<file path="src/rtl/alu_seq_8051_if.sv">
// ---------------------------------------------------------------------------
// alu_seq_8051_if
// Bus between the 8051 control unit and the sequenced ALU stage.
//   master (control unit): drives start, op, a_in, b_in, cy_in;
//                          receives busy/done handshake and write-back results.
//   slave  (ALU stage)   : the mirror image.
// Signals:
//   start, op[3:0], a_in, b_in, cy_in       -- issue request and operands
//   busy, done                              -- handshake
//   set_acc, value                          -- accumulator write-back
//   set_b, b_out                            -- B register write-back
//   cy_out, ac_out, ov_out, flag_we[2:0]    -- PSW flags, enables {cy,ac,ov}
// ---------------------------------------------------------------------------
interface alu_seq_8051_if #(
  parameter int WIDTH = 8
);
  logic             start;
  logic [3:0]       op;
  logic [WIDTH-1:0] a_in;
  logic [WIDTH-1:0] b_in;
  logic             cy_in;
  logic             busy;
  logic             done;
  logic             set_acc;
  logic [WIDTH-1:0] value;
  logic [WIDTH-1:0] b_out;
  logic             set_b;
  logic             cy_out;
  logic             ac_out;
  logic             ov_out;
  logic [2:0]       flag_we;

  modport master (
    output start, op, a_in, b_in, cy_in,
    input  busy, done, set_acc, value, b_out, set_b,
           cy_out, ac_out, ov_out, flag_we
  );

  modport slave (
    input  start, op, a_in, b_in, cy_in,
    output busy, done, set_acc, value, b_out, set_b,
           cy_out, ac_out, ov_out, flag_we
  );
endinterface

</file>
<file path="src/rtl/alu_seq_8051.sv">
// ---------------------------------------------------------------------------
// alu_seq_8051
// Sequenced 8051 ALU stage feeding the accumulator. Single-cycle ops finish
// one cycle after the start is sampled; MUL AB and DIV AB iterate one bit per
// cycle for ITER cycles and finish nine cycles after the start.
// Ports:
//   clk  -- rising-edge clock
//   rst  -- asynchronous reset, active-low
//   bus  -- alu_seq_8051_if.slave: start/op/operands in, handshake and
//           accumulator/B/PSW write-back out
// ---------------------------------------------------------------------------
module alu_seq_8051 #(
  parameter int WIDTH = 8,
  parameter int ITER  = 8
) (
  input  logic                clk,
  input  logic                rst,
  alu_seq_8051_if.slave       bus
);

  typedef enum logic [1:0] {S_IDLE, S_ITER, S_DONE} state_t;

  localparam logic [3:0] OP_ADD  = 4'h0;
  localparam logic [3:0] OP_ADDC = 4'h1;
  localparam logic [3:0] OP_SUBB = 4'h2;
  localparam logic [3:0] OP_INC  = 4'h3;
  localparam logic [3:0] OP_DEC  = 4'h4;
  localparam logic [3:0] OP_ANL  = 4'h5;
  localparam logic [3:0] OP_ORL  = 4'h6;
  localparam logic [3:0] OP_XRL  = 4'h7;
  localparam logic [3:0] OP_CPL  = 4'h8;
  localparam logic [3:0] OP_RL   = 4'h9;
  localparam logic [3:0] OP_RR   = 4'hA;
  localparam logic [3:0] OP_RLC  = 4'hB;
  localparam logic [3:0] OP_RRC  = 4'hC;
  localparam logic [3:0] OP_SWAP = 4'hD;
  localparam logic [3:0] OP_MUL  = 4'hE;
  localparam logic [3:0] OP_DIV  = 4'hF;

  localparam logic [2:0]       CNT_INIT = 3'(ITER - 1);
  localparam logic [WIDTH-1:0] ONE      = {{(WIDTH-1){1'b0}}, 1'b1};

  state_t                 state_q, state_d;
  logic                   is_mul_q, is_mul_d;
  logic [WIDTH-1:0]       a_q, a_d;
  logic [WIDTH-1:0]       b_q, b_d;
  logic [2:0]             cnt_q, cnt_d;
  logic [2*WIDTH-1:0]     work_q, work_d;
  logic [WIDTH-1:0]       value_q, value_d;
  logic [WIDTH-1:0]       bout_q, bout_d;
  logic                   cy_q, cy_d;
  logic                   ac_q, ac_d;
  logic                   ov_q, ov_d;
  logic [2:0]             fwe_q, fwe_d;
  logic                   setb_q, setb_d;

  // Single-cycle datapath, evaluated straight from the request operands
  logic                   cin_add;
  logic [WIDTH:0]         add9, sub9;
  logic [4:0]             add_lo, sub_lo;
  logic [7:0]             add_hi7, sub_hi7;
  logic [WIDTH-1:0]       sc_value, sc_bout;
  logic                   sc_cy, sc_ac, sc_ov, sc_setb;
  logic [2:0]             sc_fwe;

  assign cin_add = (bus.op == OP_ADDC) ? bus.cy_in : 1'b0;
  assign add9    = {1'b0, bus.a_in} + {1'b0, bus.b_in} + {{WIDTH{1'b0}}, cin_add};
  assign add_lo  = {1'b0, bus.a_in[3:0]} + {1'b0, bus.b_in[3:0]} + {4'b0, cin_add};
  assign add_hi7 = {1'b0, bus.a_in[6:0]} + {1'b0, bus.b_in[6:0]} + {7'b0, cin_add};
  // Top bit of each widened difference is the borrow out of that slice
  assign sub9    = {1'b0, bus.a_in} - {1'b0, bus.b_in} - {{WIDTH{1'b0}}, bus.cy_in};
  assign sub_lo  = {1'b0, bus.a_in[3:0]} - {1'b0, bus.b_in[3:0]} - {4'b0, bus.cy_in};
  assign sub_hi7 = {1'b0, bus.a_in[6:0]} - {1'b0, bus.b_in[6:0]} - {7'b0, bus.cy_in};

  always_comb begin
    sc_value = bus.a_in;
    sc_bout  = bus.b_in;
    sc_cy    = 1'b0;
    sc_ac    = 1'b0;
    sc_ov    = 1'b0;
    sc_fwe   = 3'b000;
    sc_setb  = 1'b0;
    case (bus.op)
      OP_ADD, OP_ADDC: begin
        sc_value = add9[WIDTH-1:0];
        sc_cy    = add9[WIDTH];
        sc_ac    = add_lo[4];
        sc_ov    = add_hi7[7] ^ add9[WIDTH];
        sc_fwe   = 3'b111;
      end
      OP_SUBB: begin
        sc_value = sub9[WIDTH-1:0];
        sc_cy    = sub9[WIDTH];
        sc_ac    = sub_lo[4];
        sc_ov    = sub_hi7[7] ^ sub9[WIDTH];
        sc_fwe   = 3'b111;
      end
      OP_INC:  sc_value = bus.a_in + ONE;
      OP_DEC:  sc_value = bus.a_in - ONE;
      OP_ANL:  sc_value = bus.a_in & bus.b_in;
      OP_ORL:  sc_value = bus.a_in | bus.b_in;
      OP_XRL:  sc_value = bus.a_in ^ bus.b_in;
      OP_CPL:  sc_value = ~bus.a_in;
      OP_RL:   sc_value = {bus.a_in[WIDTH-2:0], bus.a_in[WIDTH-1]};
      OP_RR:   sc_value = {bus.a_in[0], bus.a_in[WIDTH-1:1]};
      OP_RLC: begin
        sc_value = {bus.a_in[WIDTH-2:0], bus.cy_in};
        sc_cy    = bus.a_in[WIDTH-1];
        sc_fwe   = 3'b100;
      end
      OP_RRC: begin
        sc_value = {bus.cy_in, bus.a_in[WIDTH-1:1]};
        sc_cy    = bus.a_in[0];
        sc_fwe   = 3'b100;
      end
      OP_SWAP: sc_value = {bus.a_in[3:0], bus.a_in[7:4]};
      OP_DIV: begin
        // Only reached as a single-cycle op when the divisor is zero
        sc_ov   = 1'b1;
        sc_fwe  = 3'b101;
        sc_setb = 1'b1;
      end
      default: ;
    endcase
  end

  // Iterative datapath: one multiplier/dividend bit per cycle, MSB first
  logic [2*WIDTH-1:0]     mul_step, div_step;
  logic [WIDTH:0]         div_trial, div_diff;
  logic                   div_ge;
  logic [WIDTH-1:0]       quo_bit;

  assign mul_step  = {work_q[2*WIDTH-2:0], 1'b0}
                   + (b_q[cnt_q] ? {{WIDTH{1'b0}}, a_q} : {(2*WIDTH){1'b0}});
  // DIV keeps the partial remainder in the upper half, quotient in the lower
  assign div_trial = {work_q[2*WIDTH-1:WIDTH], a_q[cnt_q]};
  assign div_diff  = div_trial - {1'b0, b_q};
  assign div_ge    = (div_trial >= {1'b0, b_q});
  assign quo_bit   = ONE << cnt_q;
  assign div_step  = {(div_ge ? div_diff[WIDTH-1:0] : div_trial[WIDTH-1:0]),
                      (work_q[WIDTH-1:0] | (div_ge ? quo_bit : {WIDTH{1'b0}}))};

  always_comb begin
    state_d  = state_q;
    is_mul_d = is_mul_q;
    a_d      = a_q;
    b_d      = b_q;
    cnt_d    = cnt_q;
    work_d   = work_q;
    value_d  = value_q;
    bout_d   = bout_q;
    cy_d     = cy_q;
    ac_d     = ac_q;
    ov_d     = ov_q;
    fwe_d    = fwe_q;
    setb_d   = setb_q;
    case (state_q)
      S_IDLE: begin
        if (bus.start) begin
          is_mul_d = (bus.op == OP_MUL);
          a_d      = bus.a_in;
          b_d      = bus.b_in;
          cnt_d    = CNT_INIT;
          work_d   = '0;
          if ((bus.op == OP_MUL) || ((bus.op == OP_DIV) && (bus.b_in != '0))) begin
            state_d = S_ITER;
          end else begin
            state_d = S_DONE;
            value_d = sc_value;
            cy_d    = sc_cy;
            ac_d    = sc_ac;
            ov_d    = sc_ov;
            fwe_d   = sc_fwe;
            setb_d  = sc_setb;
            if (sc_setb) bout_d = sc_bout;
          end
        end
      end
      S_ITER: begin
        work_d = is_mul_q ? mul_step : div_step;
        cnt_d  = cnt_q - 3'd1;
        if (cnt_q == 3'd0) begin
          state_d = S_DONE;
          value_d = work_d[WIDTH-1:0];
          bout_d  = work_d[2*WIDTH-1:WIDTH];
          cy_d    = 1'b0;
          ac_d    = 1'b0;
          ov_d    = is_mul_q ? (|mul_step[2*WIDTH-1:WIDTH]) : 1'b0;
          fwe_d   = 3'b101;
          setb_d  = 1'b1;
        end
      end
      S_DONE:  state_d = S_IDLE;
      default: state_d = S_IDLE;
    endcase
  end

  always_ff @(posedge clk or negedge rst) begin
    if (!rst) begin
      state_q  <= S_IDLE;
      is_mul_q <= 1'b0;
      a_q      <= '0;
      b_q      <= '0;
      cnt_q    <= '0;
      work_q   <= '0;
      value_q  <= '0;
      bout_q   <= '0;
      cy_q     <= 1'b0;
      ac_q     <= 1'b0;
      ov_q     <= 1'b0;
      fwe_q    <= 3'b000;
      setb_q   <= 1'b0;
    end else begin
      state_q  <= state_d;
      is_mul_q <= is_mul_d;
      a_q      <= a_d;
      b_q      <= b_d;
      cnt_q    <= cnt_d;
      work_q   <= work_d;
      value_q  <= value_d;
      bout_q   <= bout_d;
      cy_q     <= cy_d;
      ac_q     <= ac_d;
      ov_q     <= ov_d;
      fwe_q    <= fwe_d;
      setb_q   <= setb_d;
    end
  end

  // Write-back strobes are qualified by the DONE state so they pulse once
  assign bus.busy    = (state_q != S_IDLE);
  assign bus.done    = (state_q == S_DONE);
  assign bus.set_acc = (state_q == S_DONE);
  assign bus.set_b   = (state_q == S_DONE) & setb_q;
  assign bus.flag_we = (state_q == S_DONE) ? fwe_q : 3'b000;
  assign bus.value   = value_q;
  assign bus.b_out   = bout_q;
  assign bus.cy_out  = cy_q;
  assign bus.ac_out  = ac_q;
  assign bus.ov_out  = ov_q;

endmodule

</file>
<file path="src/flat_wrapper.sv">
// flat-port wrapper written by rule: the top's interface ports become plain ports
module alu_seq_8051_flat 
#(
  parameter int WIDTH = 8,
  parameter int ITER  = 8
)
  (clk, rst, bus_start, bus_op, bus_a_in, bus_b_in, bus_cy_in, bus_busy, bus_done, bus_set_acc, bus_value, bus_b_out, bus_set_b, bus_cy_out, bus_ac_out, bus_ov_out, bus_flag_we);
  alu_seq_8051_if #(.WIDTH(WIDTH)) bus_i ();
  input  logic clk;
  input  logic rst;
  input wire logic [$bits(bus_i.start)-1:0] bus_start;
  input wire logic [$bits(bus_i.op)-1:0] bus_op;
  input wire logic [$bits(bus_i.a_in)-1:0] bus_a_in;
  input wire logic [$bits(bus_i.b_in)-1:0] bus_b_in;
  input wire logic [$bits(bus_i.cy_in)-1:0] bus_cy_in;
  output wire logic [$bits(bus_i.busy)-1:0] bus_busy;
  output wire logic [$bits(bus_i.done)-1:0] bus_done;
  output wire logic [$bits(bus_i.set_acc)-1:0] bus_set_acc;
  output wire logic [$bits(bus_i.value)-1:0] bus_value;
  output wire logic [$bits(bus_i.b_out)-1:0] bus_b_out;
  output wire logic [$bits(bus_i.set_b)-1:0] bus_set_b;
  output wire logic [$bits(bus_i.cy_out)-1:0] bus_cy_out;
  output wire logic [$bits(bus_i.ac_out)-1:0] bus_ac_out;
  output wire logic [$bits(bus_i.ov_out)-1:0] bus_ov_out;
  output wire logic [$bits(bus_i.flag_we)-1:0] bus_flag_we;
  assign bus_i.start = bus_start;
  assign bus_i.op = bus_op;
  assign bus_i.a_in = bus_a_in;
  assign bus_i.b_in = bus_b_in;
  assign bus_i.cy_in = bus_cy_in;
  assign bus_busy = bus_i.busy;
  assign bus_done = bus_i.done;
  assign bus_set_acc = bus_i.set_acc;
  assign bus_value = bus_i.value;
  assign bus_b_out = bus_i.b_out;
  assign bus_set_b = bus_i.set_b;
  assign bus_cy_out = bus_i.cy_out;
  assign bus_ac_out = bus_i.ac_out;
  assign bus_ov_out = bus_i.ov_out;
  assign bus_flag_we = bus_i.flag_we;
  alu_seq_8051 #(.WIDTH(WIDTH), .ITER(ITER)) u_core (.clk(clk), .rst(rst), .bus(bus_i));
endmodule
</file>
<file path="config.mk">
export PLATFORM = sky130hd
export DESIGN_NAME = alu_seq_8051_flat
export DESIGN_NICKNAME = d
export VERILOG_FILES = /design/src/rtl/alu_seq_8051_if.sv /design/src/rtl/alu_seq_8051.sv /design/src/flat_wrapper.sv
export SDC_FILE = /design/constraint.sdc
export NUM_CORES = 1
export LEC_CHECK = 0
export ABC_AREA = 1
export BUFFER_PORTS_ARGS = -buffer_cell sky130_fd_sc_hd__buf_4
export CORE_MARGIN = 3
export CORE_UTILIZATION = 56
export CTS_CLUSTER_SIZE = 8
export DETAILED_ROUTE_END_ITERATION = 10
export MAX_ROUTING_LAYER = met4
export PLACE_DENSITY_LB_ADDON = 0.15
export RECOVER_POWER = 50
export SLEW_MARGIN = 10
export SYNTH_ARGS = -nofsm -noshare
export SYNTH_HDL_FRONTEND = slang
export SYNTH_SLANG_ARGS = --single-unit
</file>
<file path="constraint.sdc">
create_clock -name clk -period 2.45 [get_ports clk]
set_input_delay 0.245 -clock clk [delete_from_list [all_inputs] [get_ports clk]]
set_output_delay 0.245 -clock clk [all_outputs]
set_load 0.1 [all_outputs]
</file>
==> results.txt, run 1 <==
- The number of slew-limit violations in the final report came to 62.
- Area enclosed by the die boundary: ~12000 µm²
- Number of nets at the end of the flow: around 1.2k
- The number of clock buffers added by TritonCTS is 9.
* Post-Route Hold Slack: 133 ps
- Across the VDD grid, the largest voltage drop is 0.836 mV.
- Synthesis instantiated 52 different standard cells from the library.
- Once detail routing completed, the nets flagged for antenna violations numbered 0.
* Final worst-path cycle share: 1.23
* Number of cell rows: 37
- The worst hold path belongs to the class in2reg.
* Failing checks: max-capacitance violations, max-slew violations, negative setup slack
* Final Setup Violations: 33
- After global routing the overflow that remains totals 0.
* Result of the run: finished with violations
- Data on the critical path arrives at its endpoint at 3280 ps.
- STA classifies the critical path startpoint as a register.
- For met2 alone, demand over resource in global routing was 0.499.
* Pin count of the biggest net entering global routing: 62
- Growth of design area from synthesis to finish: 34.5%
* Finished Core Util: 0.789
* RSZ-0062 raised after global routing: true
- In this run the register-to-register setup slack is -550 ps.
* Met3 routing resource usage after global routing: 0.104
- In this run, the number of DRC markers left after iteration 0 of detailed routing was 918.
- In the layout the commonest cells are sky130_fd_sc_hd__nand2_1 (214), sky130_fd_sc_hd__buf_4 (149), sky130_fd_sc_hd__inv_1 (133).
* Hold Path Cell Cnt: 3
- The worst register-to-register path has a depth of 20.
- Worst setup slack after placement: -304 ps
* First-pass iteration count of the detailed router: 6
- Wire length of the first global-routing pass: between 30 and 40 mm
- Number of nets in the synthesized netlist: between 1k and 1.5k
- Most common flop cell mapped by yosys: sky130_fd_sc_hd__dfrtp_1
- Drt total wl: 22.9 mm
- Max-cap violations: 1
* X dimension of the die: 111 µm
- Total power for the finished layout comes to 6.29 mW.
* Final design area excluding fillers: 8290 µm²
- Start point of the worst hold path: bus_b_in[1]
- The count of buffers added on input and output ports is 49.
- Vias in the first global route: 6607
* Slew at the pin closest to its max-slew limit: approximately 1500 ps
- Data required time of the critical path: 2720 ps
- Gate count after technology mapping: roughly 930
- In this run the cell area of the synthesized design comes to between 6000 and 7000 µm².
- The clock reaches the later pin of the worst-skew pair after ~370 ps.
- Summing over every cut layer, the via total after detailed routing is 7253.
* Floorplan Core Area: 10500 µm²
- Clk slew on worst S/H paths: 90 ps
- Overall die height: 111 µm
- The number of antenna violations at the first check in global routing came to 0.
- I/O pins: 50
- Starting utilization of the core area: 0.587
* Maximum achievable frequency: 333 MHz
- Buffer levels on the longest clock path: 2
* Vias per Instance: between 5 and 6
- In the routed design, unresolved DRC markers number 0.
- 0 antenna diodes ended up in the layout.
* Most common library cell in the layout ignoring fill and taps: sky130_fd_sc_hd__nand2_1
- For this design the ratio of total power to cell area is 759 nW/µm².
- Post-route minimum period: 3000 ps
- GPL Wtd Cong: 1.07
* Area post-placement: 7290 µm²
* Global route hottest layer: met1
- Of the cells placed in the final design, the portion with a size suffix greater than 1 is 0.300.
- Final setup margin: -553 ps
* Category of the most critical setup path: reg2reg
- Post-Route Skew: 21.0 ps
* Avg Synthesized Cell Area: ~6.6 µm²
- Of all cell types, the one taking the most synthesized area is sky130_fd_sc_hd__dfrtp_1.
* Share of synthesized registers carrying an async set or reset: 1.00
- Number of synthesized register bits: 61
- In this run the worst path has a maximum fanout of 7.
- Sequential area share after synthesis: 0.248
- CTS Root Buffer Type: sky130_fd_sc_hd__clkbuf_8
- The worst setup path is captured at a register.
- The worst hold path terminates at u_core.b_q[1].
* Post-detailed-route wirelength per cell: about 19 µm
* Total number of clock tree sinks: 61
- Met1 usage in global routing: 0.515
- Top cell type's share of synthesized area: 0.248
- Reg2Reg Capture Point: u_core.bus.ov_out
- HPWL Detailed: 16.2 mm
- Yosys warnings: 0
* Total leakage power: 4.40 nW
- Leading post-synthesis cells by cell area: sky130_fd_sc_hd__dfrtp_1 (25%), sky130_fd_sc_hd__nand2_1 (14%), sky130_fd_sc_hd__ha_1 (11%), sky130_fd_sc_hd__inv_1 (8.5%), sky130_fd_sc_hd__nand3_1 (8.0%)
* Hold violation count in the final report: 0
- Startpoint of the worst register-to-register path: u_core.cnt_q[1]
- The synthesized design contains 0 enable-type register cells.
- All-layer global routing usage: 0.360
- TritonCTS clock tree: yes
* Headroom to the max-slew limit: -0.0290
* Number of levels in the clock H-tree: 3
## worst max-delay path by stage
stage / start / endpoint / slack (ps) / cells past startpoint
final: u_core.cnt_q[1] / u_core.bus.ov_out / -550 / 20
after global routing: u_core.cnt_q[1] / u_core.bus.ov_out / -570 / 20
after CTS: u_core.cnt_q[0] / u_core.bus.ov_out / -210 / 22
after detailed placement: u_core.cnt_q[0] / u_core.bus.ov_out / -300 / 21
after global placement: u_core.cnt_q[0] / u_core.bus.ov_out / -260 / 21
after floorplan: u_core.state_q[0] / bus_flag_we[0] / -170 / 3
## worst max-delay path, cell delays in order, from the launching register on
cell and delay [ps]:
sky130_fd_sc_hd__dfrtp_1 460, sky130_fd_sc_hd__buf_4 180, sky130_fd_sc_hd__a21oi_2 150, sky130_fd_sc_hd__o21ai_4 80, sky130_fd_sc_hd__nand3_4 90, sky130_fd_sc_hd__nand2_8 110
sky130_fd_sc_hd__nor2_2 210, sky130_fd_sc_hd__ha_4 190, sky130_fd_sc_hd__nand2_1 100, sky130_fd_sc_hd__nor2_2 200, sky130_fd_sc_hd__inv_1 80, sky130_fd_sc_hd__nor2_1 160
sky130_fd_sc_hd__nand2_1 100, sky130_fd_sc_hd__nand3_1 100, sky130_fd_sc_hd__nand3_1 130, sky130_fd_sc_hd__nor2_1 240, sky130_fd_sc_hd__nand2_1 80, sky130_fd_sc_hd__nand2_1 60
sky130_fd_sc_hd__nand2_1 40, sky130_fd_sc_hd__nand2_1 80, sky130_fd_sc_hd__nand2_1 50
## repair_timing
item	4_1_cts	5_1_grt
pin swaps	30	35
resized for setup	81	74
hold buffers	1	0
endpoints found under the hold margin	31	0
setup endpoints to repair	33	33
buffers inserted	16	5
cloned	3	0
## routing by layer
| layer | wire length (µm) | vias up |
|---|---|---|
| li1 | - | 3367 |
| met1 | 9480 | 3340 |
| met2 | 9660 | 479 |
| met3 | 3110 | 67 |
| met4 | 637 | 0 |
| met5 | 0 | - |
## power by group
part	internal (mW)	switching, mW	leakage [nW]
Sequential	1.22	0.159	0.773
Combinational	1.37	2.69	3.54
Clock	0.370	0.477	0.0856
## registers in the layout (all words and copies together) (netlist names)
| register | cells |
|---|---|
| u_core.work_q | 16 |
| u_core.cnt_q | 3 |
| u_core.state_q | 2 |
| u_core.fwe_q | 3 |
| u_core.bus.cy_out | 1 |
| u_core.is_mul_q | 1 |
| u_core.bus.value | 8 |
| u_core.bus.ac_out | 1 |
| u_core.b_q | 8 |
| u_core.bus.b_out | 8 |
| u_core.setb_q | 1 |
| u_core.bus.ov_out | 1 |
| u_core.a_q | 8 |
## Yosys cell counts (all sizes together), types with 9 or more instances
cell,instances
nand3,99
o22ai,9
nand4,12
nor2,76
inv,146
or2,14
nand2,245
ha,56
a21oi,54
buf,13
o21ai,83
dfrtp,61
## logic make-up after synthesis
logic type / synth area share
and+or+nand+nor: 0.324
AOI/OAI and AO/OA: 0.168
buffers and inverters: 0.110
adders and majority gates: 0.136
DFF: 0.248
xor gates and xnor gates: 0.0142
## metrics by stage
stage / setup TNS, ps / cells
floorplan: -768 / 934
finish: -8560 / 1231
global placement: -2960 / 1190
detailed placement: -5510 / 1190
global route: -10800 / 1231
CTS: -4160 / 1226
## cell type report
cell class                 instances  area [µm²]
tap                              136         170
clock inverter                     7        51.3
fill                             774        2210
inverter                         146         553
sequential                        61        1530
clock buffer                       9         124
timing repair buffer             163        1340
multi-input combinational        709        4530
(Power assumes the default switching activity.)
==> run 2, diff against run 1 <==
SETUP_SLACK_MARGIN = 0.3   (was unset)
==> run 2 against run 1 <==
Compared with the run above: the run still ends with max-capacitance violations, max-slew violations, negative setup slack left; sequential power is essentially flat; clock-buffer cell count is the same; sequential share of layout area grew 0.064 points; worst setup slack gained 240 ps; fmax grew 8.6%; clock skew shrank 7.7 ps; cell count is essentially flat; flip-flop and latch count is the same; cell area shrank 0.35%; global-route usage grew 0.96 points; first-iteration DRC count grew 12%; via count shrank 0.63%; critical endpoint unchanged.
==> results.txt, run 2 (synthesis gave the netlist of run 1 again) <==
- The multi-input combinational cells in the finished layout cover a total of 4440 µm².
- The worst-case IR drop observed on VDD is 0.832 mV.
* Floorplan Core Area: 10500 µm²
- In the layout the commonest cells are sky130_fd_sc_hd__nand2_1 (215), sky130_fd_sc_hd__buf_4 (153), sky130_fd_sc_hd__inv_1 (132).
- On the worst path, the slowest cell contributes a delay of roughly 430 ps.
- During placement, the flow inserted port buffers numbering ~50.
- TritonCTS created 9 clock buffers.
- Along the worst path, the maximum fanout reaches 6.
* Crit path buf inv count: 3
* I/O pins: 50
- Critical Path End Type: register
* Path class of the lowest-slack min-delay path: in2reg
* Headroom to the max-slew limit: -0.0556
* Wire length of the first global-routing pass: 35.0 mm
- The worst hold path terminates at u_core.b_q[1].
- Final setup margin: -314 ps
- The number of hold violations in the final report came to 0.
* Maximum achievable frequency: ~360 MHz
* Startpoint of the worst register-to-register path: u_core.cnt_q[0]
* Final TNS setup: -6840 ps
- Area of all sequential standard cells: 1530 µm²
- Skew-Pair Late Insertion Delay: 380 ps
- For this block, the initial DRC count from the detailed router was 1030.
- GPL Wtd Cong: between 1 and 1.5
- TritonCTS clock tree: yes
* Category of the most critical setup path: reg2reg
- HPWL Detailed: 16.6 mm
- Number of nets at the end of the flow: 1178
* DR DRC count: 0
* Result of the run: finished with violations
* Max Slew Vio Count: 62
- Pin count of the biggest net entering global routing: 62
- Remaining antenna violation count after routing: 0
- For this configuration, the core starts out at a cell density of 0.587.
* CP top delay family: simple AND/OR/NAND/NOR gates
- Vias in the first global route: 6583
* Reg2Reg Capture Point: u_core.bus.ov_out
- RSZ-0062 raised after global routing: true
- By instance count, the cell type seen most on the critical path is sky130_fd_sc_hd__nand2_1.
* Drt total wl: 22.6 mm
* Post-route minimum period: 2760 ps
- Growth of design area from synthesis to finish: 34.0%
- Failing checks: max-capacitance violations, max-slew violations, negative setup slack
* Post-detailed-route wirelength per cell: 18.3 µm
- Final Setup Violations: 33
- All-layer global routing usage: 0.369
* Register with the most flip-flops: u_core.work_q
- For this design the static power due to leakage is roughly 4.4 nW.
* Max FFs per register: 16
- For the pin with the worst max-slew slack, the measured transition is approximately 1600 ps.
* Number of levels in the clock H-tree: 3
- Total grt overflow: 0
- The critical path goes through inv_2 > buf_6 > o21ai_2 > nand3_2 > nand2_4 > nor2_4 > ha_4 > fa_2 > nand3_2 > nand3_4 > nand2_2 > nand2_2 > nand3_1 > nand2_1 > inv_1 > nand2_1 > nor2_1 > nand2_1 > nand2_1 > nand2_2 > nand2_1 > nand2_1.
* First-pass iteration count of the detailed router: 5
- Hold Path Cell Cnt: 3
- PD cells: 774 nW/µm²
- Max-cap violations: 1
* Total via count after detailed routing: 7207
* Clk slew on worst S/H paths: 70 ps
- Post-Route Skew: around 13 ps
* Overall die height: 111 µm
- Data on the critical path arrives at its endpoint at between 3000 and 4000 ps.
- Count of fill cells added during filler insertion: 803
* Vias per Instance: 5.85
- CTS Root Buffer Type: sky130_fd_sc_hd__clkbuf_8
- The worst hold path begins at bus_b_in[1].
- Slowest stage cell on the critical path: sky130_fd_sc_hd__fa_2
- The setup check on the worst reg-to-reg path leaves a slack of -310 ps.
- Total number of clock tree sinks: 61
- The number of antenna violations at the first check in global routing is 0.
- The initialized floorplan defines 37 standard-cell rows.
- In the final layout, the share of cells above drive strength 1 is 0.300.
* X dimension of the die: roughly 110 µm
- Buffer levels on the longest clock path: 2
* Crit start category: register
- The worst register-to-register path has a depth of 22.
- Data required time of the critical path: 2710 ps
- ANT cells: 0
- Final worst-path cycle share: 1.13
* Area enclosed by the die boundary: 12300 µm²
* Worst setup slack after placement: -376 ps
* Most common library cell in the layout ignoring fill and taps: sky130_fd_sc_hd__nand2_1
[run 2: stage by stage]
step            util  instance area (µm²)  hold slack [ps]  std cells  total power, mW
2_1_floorplan      -                 6290            -50.6        934             3.64
6_report       0.787                 8270              128       1232             6.39
5_1_grt        0.787                 8270              126       1232             6.70
3_5_place_dp   0.706                 7420              386       1196             4.63
4_1_cts        0.764                 8030              109       1227             6.11
3_3_place_gp   0.706                 7420              376       1196             4.59
[run 2: area by class of cell]
cell class / count / area share
sequential: 61 / 0.185
tap: 136 / 0.0206
inverter: 146 / 0.0671
timing repair buffer: 164 / 0.160
clock inverter: 7 / 0.0147
clock buffer: 9 / 0.0150
multi-input combinational: 709 / 0.538
[run 2: how the worst max path moves through the flow]
stage / startpoint / endpoint / cells after the start
after CTS: u_core.cnt_q[0] / u_core.bus.ov_out / 22
after detailed placement: u_core.cnt_q[0] / u_core.bus.ov_out / 22
after global routing: u_core.cnt_q[0] / u_core.work_q[10] / 18
final: u_core.cnt_q[0] / u_core.bus.ov_out / 22
after floorplan: u_core.cnt_q[0] / u_core.bus.ov_out / 22
after global placement: u_core.cnt_q[0] / u_core.bus.ov_out / 22
[run 2: repair_timing]
action                                  CTS  global route
hold endpoints to repair                 49             0
cloned                                    2             0
hold buffers                              1             0
setup buffers                            12             5
pin swaps                                14            23
endpoints found under the setup margin   33            36
gates resized for setup                  53            56
[run 2: worst min-delay path, cell delays in order]
cell and delay, ps:
sky130_fd_sc_hd__buf_4 110, sky130_fd_sc_hd__nand2_1 50, sky130_fd_sc_hd__o21ai_0 60
[run 2: report_power, final]
group / switching, mW / internal (mW) / total [mW]
Sequential: 0.136 / 1.22 / 1.36
Combinational: 2.58 / 1.29 / 3.87
Clock: 0.484 / 0.683 / 1.17
Total: 3.20 / 3.19 / 6.39
[run 2: per-layer routing]
metal | GRT usage | vias up | part of all wire
li1 | - | 3374 | -
met1 | 0.513 | 3318 | 0.42
met2 | 0.502 | 456 | 0.42
met3 | 0.142 | 59 | 0.13
met4 | 0.0993 | 0 | 0.026
met5 | - | - | 0
==> run 3, diff against run 2 <==
CORE_UTILIZATION = 40   (was 56)
==> run 3 against run 2 <==
Compared with the run above: first-iteration DRC count decreased by 40%; clock skew decreased by 7.2 ps; the run still ends with max-capacitance violations, max-slew violations, negative setup slack left; largest cell class unchanged; clock power is 15% higher; sequential share of layout area down 0.96 points; cell count is 5.0% higher; fmax about the same; worst setup slack worse by 0.87 ps.
==> results.txt, run 3 (synthesis gave the netlist of run 1 again) <==
* Result of the run: finished with violations
- Failing checks: max-capacitance violations, max-slew violations, negative setup slack
* Growth of design area from synthesis to finish: 41.4%
- After clock tree synthesis, the clock-pin slew on the worst setup and hold paths is 50 ps.
* TritonCTS clock tree: yes
* Path class of the lowest-slack min-delay path: in2reg
- Final Setup Violations: 33
- Across the routed clock network, the largest skew measured is ~6.1 ps.
* Final TNS setup: -4900 ps
- Overall die height: 130 µm
- In this run the tightest slew margin relative to its limit is -0.0478.
- Data required time of the critical path: 2680 ps
- In this run the count of I/O pins placed on the die edge is 50.
- Total via count after detailed routing: ~6.9k
* Wire length of the first global-routing pass: 34.6 mm
- Post-detailed-route wirelength per cell: 17.2 µm
- Data arrival, critical path: 2990 ps
- Before antenna repair, the detailed router went through 5 iterations.
- Setup repair after global routing could not meet its margin everywhere.
* Crit path buf inv count: 2
- Register with the most flip-flops: u_core.work_q
* PD cells: 785 nW/µm²
- Leaving out fill and tap cells, the most frequent cells in the layout are sky130_fd_sc_hd__nand2_1 (206), sky130_fd_sc_hd__buf_4 (162), sky130_fd_sc_hd__inv_1 (130).
- The HPWL after detailed placement is 17.0 mm.
* CTS Root Buffer Type: sky130_fd_sc_hd__clkbuf_16
* Clock buffer count from CTS: 9
- Input and output buffers added on the ports amount to approximately 50.
- Floorplan Core Area: 14800 µm²
- The critical path goes through buf_6 > o21ai_2 > nand3_2 > nand2_4 > nor2_2 > ha_2 > fa_2 > buf_6 > nand2_4 > nand3_4 > nand2_4 > nand2_2 > nand2_2 > nand3_1 > nor2_1 > nand2_1 > nand2_1 > nand2_2 > nand2_1 > nand2_1.
- Max-cap violations: 1
- Of all nets on the critical path, the largest fanout is 6.
* Final cell count without fillers: 1294
* Category of the most critical setup path: reg2reg
- Skew-Pair Late Insertion Delay: 340 ps
- Once detail routing completed, the nets flagged for antenna violations numbered 0.
- After detailed routing, the number of remaining DRC violations is 0.
- The register with the most flip-flops in the layout has 16 of them.
- For this configuration, the core starts out at a cell density of 0.416.
- Most common library cell in the layout ignoring fill and taps: sky130_fd_sc_hd__nand2_1
- Number of nets at the end of the flow: 1192
- Post-Place Cells: 1252
- Total leakage power: 4.58 nW
* Crit start category: register
- Number of levels in the clock H-tree: 3
- In the final layout, the share of cells above drive strength 1 is 0.332.
* ANT cells: 0
* GPL Wtd Cong: 0.976
- Area enclosed by the die boundary: 16900 µm²
- Longest individual stage delay on the worst path: 440 ps
- The clock passes through at most 2 buffers.
* Vias in the first global route: 6425
* Library cell appearing most often on the critical path: sky130_fd_sc_hd__nand2_1
- X dimension of the die: about 130 µm
* Pin count of the biggest net entering global routing: slightly above 60
- The number of slew-limit violations in the final report was 62.
- Global routing finished with a remaining overflow of 0.
- Slowest stage cell on the critical path: sky130_fd_sc_hd__dfrtp_2
- Number of cell rows: 44
* Initial detailed-routing violation count: between 600 and 700
- Final setup margin: -315 ps
- Total number of clock tree sinks: 61
- For this run, the top clock speed supported by timing is 362 MHz.
- At the pin with the least slew margin, the transition time is 1570 ps.
* Worst IR drop on VDD: approximately 0.51 mV
- The number of hold violations in the final report came to 0.
* All-layer global routing usage: 0.272
- Post-route minimum period: 2760 ps
- Dividing the detail-routed via count by the number of cells gives 5.30.
- Final worst-path cycle share: 1.13
- Drt total wl: 22.3 mm
- Antenna violations before repair: 0
* CP top delay family: simple AND/OR/NAND/NOR gates
- The worst setup path is captured at a register.
- After filler insertion, the fill cell instance count of the layout stands at 1401.
[run 3: final timing paths]
path                              startpoint                end  slack [ps]  depth (start not counted)
min                              bus_b_in[1]      u_core.b_q[1]         170                          3
max                          u_core.cnt_q[0]  u_core.bus.ov_out        -310                         20
min reg2reg                u_core.bus.cy_out  u_core.bus.cy_out         490                          2
min in group asynchronous                rst   u_core.work_q[8]         300                          1
max in group asynchronous                rst    u_core.cnt_q[1]        1110                          1
max reg2reg                  u_core.cnt_q[0]  u_core.bus.ov_out        -310                         20
[run 3: tightest hold or removal path, stage by stage]
cell and delay (ps):
sky130_fd_sc_hd__buf_4 110, sky130_fd_sc_hd__nand2_1 60, sky130_fd_sc_hd__o21ai_0 60
[run 3: what timing repair did]
| action | 4_1_cts | 5_1_grt |
|---|---|---|
| endpoints found under the hold margin | 0 | 0 |
| pin swaps | 31 | 41 |
| gates resized for setup | 83 | 76 |
| setup endpoints to repair | 34 | 37 |
| setup buffers | 18 | 5 |
| cloned | 2 | 1 |
| hold buffers | 0 | 0 |
[run 3: per-stage QoR]
stage / hold WS [ps] / power [mW] / setup slack, ps / instance area (µm²) / util
CTS: 24.4 / 6.52 / -230 / 8350 / 0.564
finish: 173 / 6.85 / -315 / 8720 / 0.589
floorplan: -50.6 / 3.64 / -69.7 / 6290 / -
global route: 204 / 7.22 / -468 / 8720 / 0.589
detailed placement: 385 / 4.70 / -418 / 7550 / 0.510
global placement: 386 / 4.68 / -382 / 7550 / 0.510
[run 3: final cells by class]
type,instances,area [µm²],share of cell area
multi-input cells,709,4620,0.530
flip-flops and latches,61,1530,0.175
clock buffers,12,236,0.0271
well taps,184,230,0.0264
repair buffers,178,1470,0.169
clock inverters,4,72.6,0.00832
inverters,146,561,0.0643
[run 3: per-layer routing]
metal | track usage | vias up | routed length (µm)
met4 | 0.0727 | 0 | 484
li1 | - | 3401 | -
met3 | 0.0655 | 36 | 1560
met5 | - | - | 0
met2 | 0.386 | 206 | 9700
met1 | 0.387 | 3217 | 10500
[run 3: where the power goes]
| group | switching [mW] | internal [mW] | leakage [nW] |
|---|---|---|---|
| clock | 0.456 | 0.889 | 0.147 |
| combinational | 2.66 | 1.48 | 3.67 |
| sequential | 0.141 | 1.23 | 0.772 |
